<file path="config.mk">
export PLATFORM = sky130hd
export DESIGN_NAME = stream_range
export DESIGN_NICKNAME = d
export VERILOG_FILES = /design/src/rtl/stream_range.sv
export SDC_FILE = /design/constraint.sdc
export NUM_CORES = 1
export LEC_CHECK = 0
export ABC_AREA = 1
export BUFFER_PORTS_ARGS = -buffer_cell sky130_fd_sc_hd__buf_4
export CAP_MARGIN = 20
export CORE_MARGIN = 4
export CORE_UTILIZATION = 30
export CTS_CLUSTER_DIAMETER = 120
export DETAILED_ROUTE_END_ITERATION = 8
export PLACE_DENSITY = 0.55
export SLEW_MARGIN = 20
export SYNTH_ARGS = -nofsm -noshare
export SYNTH_HDL_FRONTEND = slang
export SYNTH_SLANG_ARGS = --single-unit
</file>
<file path="constraint.sdc">
create_clock -name clk -period 2.7 [get_ports clk]
set_input_delay 0.135 -clock clk [delete_from_list [all_inputs] [get_ports clk]]
set_output_delay 0.135 -clock clk [all_outputs]
set_load 0.005 [all_outputs]
</file>
<file path="src/rtl/stream_range.sv">
// stream_range: arithmetic-sequence stream source behind a call/completion handshake.
// Optional build macro STREAM_RANGE_LAST_EN adds the sOut_last end-of-stream marker.
module stream_range #(
    parameter int N = 8
) (
    input  logic         clk,
    input  logic         rst,
    input  logic         in_valid,
    output logic         in_ready,
    output logic         out_valid,
    input  logic         out_ready,
    input  logic [N-1:0] start,
    input  logic [N-1:0] step,
    input  logic [N-1:0] count,
    output logic [N-1:0] sOut,
    output logic         sOut_valid,
    input  logic         sOut_ready
`ifdef STREAM_RANGE_LAST_EN
    ,
    output logic         sOut_last
`endif
);

    typedef enum logic [1:0] {
        IDLE = 2'd0,
        RUN  = 2'd1,
        DONE = 2'd2
    } state_t;

    state_t       state;
    state_t       state_next;
    logic [N-1:0] cur;
    logic [N-1:0] step_r;
    logic [N-1:0] rem;
    logic         accept;
    logic         xfer;

    assign accept = (state == IDLE) && in_valid;
    assign xfer   = (state == RUN) && sOut_ready;

    // NOTE: every variable is given a default before the case so no path leaves it unassigned, which would infer a latch.
    always_comb begin
        state_next = state;
        case (state)
            IDLE: if (in_valid)        state_next = (count != '0) ? RUN : DONE;
            RUN:  if (xfer && rem == N'(1)) state_next = DONE;
            DONE: if (out_ready)       state_next = IDLE;
            default:                   state_next = IDLE;
        endcase
    end

    // NOTE: sequential state uses non-blocking assignments so every register samples pre-edge values.
    always_ff @(posedge clk or posedge rst) begin
        if (rst) begin
            state <= IDLE;
        end else begin
            state <= state_next;
        end
    end

    always_ff @(posedge clk or posedge rst) begin
        if (rst) begin
            cur    <= '0;
            step_r <= '0;
            rem    <= '0;
        end else if (accept) begin
            cur    <= start;
            step_r <= step;
            rem    <= count;
        end else if (xfer) begin
            cur <= cur + step_r;
            rem <= rem - N'(1);
        end
    end

    // Outputs decode registered state only; arguments are never seen combinationally.
    assign in_ready   = (state == IDLE);
    assign sOut_valid = (state == RUN);
    assign out_valid  = (state == DONE);
    assign sOut       = cur;

`ifdef STREAM_RANGE_LAST_EN
    assign sOut_last  = (state == RUN) && (rem == N'(1));
`endif

endmodule

</file>
==> results.toml <==
[clock_tree]
post_cts_buffers = 0
clock_latency_ps = 280
numCtsBuffers = 3
ctsLongestPathBuffers = 2
clkSinkCount = 26
cts_root_buf = "clkbuf_8"
cts-htree-levels = 1
clkSlewWorstSetupHoldPaths_ps = 110
cts_tree = "yes"

[timing]
finalHoldViolCount = 0
fmaxAchievable_mhz = 596
finalCriticalPeriod_ps = 1680
max_slew_margin_pct = 63.0
final.setup_skew_ps = 5.31
final_max_slew_viol_count = 0
setup_viol_count_final = 0
totalNegativeSetupSlack_ps = 0
rsz0062_at_grt = "no"
final_min_period_over_clock_period_pct = 62.2
timing_worst_slew_pin_value_ps = 554

[grt]
grt_start_max_net_pins = 23
grt_overflow = 0
grt_antenna_before_repair = 0
grt_first_pass_wirelength_um = 7230
grt_pass1_vias = 1544
groute.usage.overall_pct = 12.6

[yosys]
synth_sequential_area_ratio_pct = 38.3
netlist_area_sq_mm = 0.00170
yosys_warnings = 0
synth.distinct_cells = 30
post-synth-top-count-cell = "nand2_1"
ys_ff_latch = 26
synthFlopType = "dfrtp_1"
post-synth-top-area-fraction_pct = 38.3
synth_cells = 236
yosysTopAreaCell = "dfrtp_1"
asyncSetResetFlopFracSynth_pct = 100
postSynthAreaPerCell_sq_um = 7.20
synthesis.nets = 275
yosys-top-cells-area = "dfrtp_1, nand2_1, inv_1"
synth-edff-count = 0
synth_commonest_cells = "nand2_1, inv_1, dfrtp_1"

[route]
drt_wl_total_um = 4260
post_drt_via_cell_ratio = 4.50
wl_per_cell_um = 12.2
dr.first_iter.drc_count = 67
detailroute.via_count = 1572
antenna_violating_nets_post_route = 0
drtPass1Iterations = 5
drc_errors = 0

[cells_and_area]
antenna_cells = 0
nFillCells = 596
design.final.nets = 317
finalNonFillerCells = 349
synthToLayoutAreaGrowth_pct = 27.2
layout-drive-gt1-share_pct = 19.9

[die]
initial_utilization_pct = 30.9
dieHeight_um = 83.3
floorplan.die_area_sq_mm = 0.00693
ios = 40
die_x_um = 83.3
rows = 27
core_sq_mm = 0.00551

[worst_setup_path]
cp_data_arrival_time_ps = 1860
endpoint_kind = "flip-flop"
critPathMaxFanout = 3
required_ps = 2880
startpoint_type = "flip-flop"
timing_worst_setup_path_type = "flip-flop to flip-flop"

[power_and_ir_drop]
power.leakage_nw = 1.17
vdd.ir_drop.worst_mv = 0.479
power_per_cell_area_mw_per_mm2 = 1150

[place]
buffer_ports.inserted = 39
place_congestion = 0.799
numPlacedInstances = 344
dp.final_hpwl_um = 3240

[run_status]
run_status = "finished clean"

[run]
cap_viol_max_count = 0

[min_path]
min_path_type = "primary input to flip-flop"
[power breakdown]
group	internal, mW	leakage (nW)	switching (mW)	total [mW]
Sequential	0.581	0.320	0.145	0.726
Clock	0.199	0.0357	0.142	0.340
Combinational	0.575	0.814	0.846	1.42
Total	1.35	1.17	1.13	2.49
[sequential cells by signal (all words and copies together) (netlist names)]
signal  flops
sOut        8
rem         8
step_r      8
state       2
[final cells by class]
type                       instances  area, sq um  area share, %
clock buffer                       3         41.3           1.91
multi-input combinational        171          885           40.9
tap                               72         90.1           4.17
inverter                          35          135           6.25
sequential                        26          651           30.1
clock inverter                     1         30.0           1.39
timing repair buffer              41          330           15.3
[metrics by stage]
stage          util (%)  instance area (sq um)  total power [mW]  hold WS, ps  worst slack [ps]
2_1_floorplan         -                   1700              1.76          175              1160
3_3_place_gp       37.3                   2050              2.15          332              1100
3_5_place_dp       37.8                   2080              2.17          225              1040
4_1_cts            39.3                   2160              2.52         31.4              1030
5_1_grt            39.3                   2160              2.77         28.7               855
6_report           39.3                   2160              2.49         40.6              1020
[routing by layer]
| metal | vias up | wire (um) | global-route usage [%] | share of wire [%] |
|---|---|---|---|---|
| li1 | 836 | - | - | - |
| met1 | 702 | 2040 | 16.1 | 48 |
| met2 | 32 | 2000 | 21.7 | 47 |
| met3 | 2 | 195 | 3.67 | 4.6 |
| met4 | 0 | 19 | 1.34 | 0.45 |
| met5 | - | 0 | 0 | 0 |
[layout by cell type, fill, tap and decap left out]
| cell type | Yosys | routed |
|---|---|---|
| a21oi_1 | 7 | 7 |
| a32oi_1 | 1 | 1 |
| buf_16 | 0 | 1 |
| buf_4 | 1 | 39 |
| bufinv_16 | 0 | 1 |
| clkbuf_8 | 0 | 3 |
| clkinv_2 | 1 | 1 |
| dfrtp_1 | 26 | 26 |
| dlygate4sd3_1 | 0 | 1 |
| fa_1 | 1 | 1 |
| ha_1 | 9 | 9 |
| inv_1 | 31 | 31 |
| inv_2 | 2 | 2 |
| inv_4 | 1 | 1 |
| nand2_1 | 83 | 83 |
| nand2_2 | 1 | 1 |
| nand2_4 | 3 | 3 |
| nand3_1 | 17 | 17 |
| nand3b_1 | 1 | 1 |
| nand4_1 | 5 | 5 |
| nor2_1 | 16 | 16 |
| nor2_4 | 2 | 2 |
| nor3_1 | 1 | 1 |
| o211ai_1 | 1 | 1 |
| o211ai_2 | 1 | 1 |
| o21ai_0 | 13 | 13 |
| o21ai_1 | 4 | 4 |
| o21bai_1 | 1 | 1 |
| o221ai_1 | 1 | 1 |
| o22ai_1 | 1 | 1 |
| xnor2_1 | 1 | 1 |
| xor2_1 | 1 | 1 |
[logic make-up after synthesis]
group,share of synthesized area (%)
adders and majority gates,7.81
DFF,38.3
buffers and inverters,9.65
xor gates and xnor gates,1.03
and+or+nand+nor,33.1
AOI/OAI and AO/OA,10.1
[repair_timing]
action / in CTS / in global routing
hold buffers: 1 / 0
hold endpoints to repair: 10 / 0
resized for setup: 0 / 0
[worst max-delay path, cell delays in order, from the launching register on]
cell and delay (ps):
dfrtp_1 390, ha_1 180, inv_1 50, fa_1 370, inv_1 80, nand2_1 70, nand2_1 100, nand3_1 80
nand3_1 70, nand3_1 70, nand2_1 70, nand2_1 50
[worst paths after layout]
kind	from	to	slack (ps)	cells after the start
max	sOut[0]	sOut[6]	1020	11
min	step[3]	step_r[3]	40	3
max reg2reg	sOut[0]	sOut[6]	1020	11
min reg2reg	step_r[0]	step_r[0]	500	2
max in group asynchronous	rst	rem[5]	1780	4
min in group asynchronous	rst	step_r[4]	450	3
No activity file was read; power rests on OpenSTA's default activity.
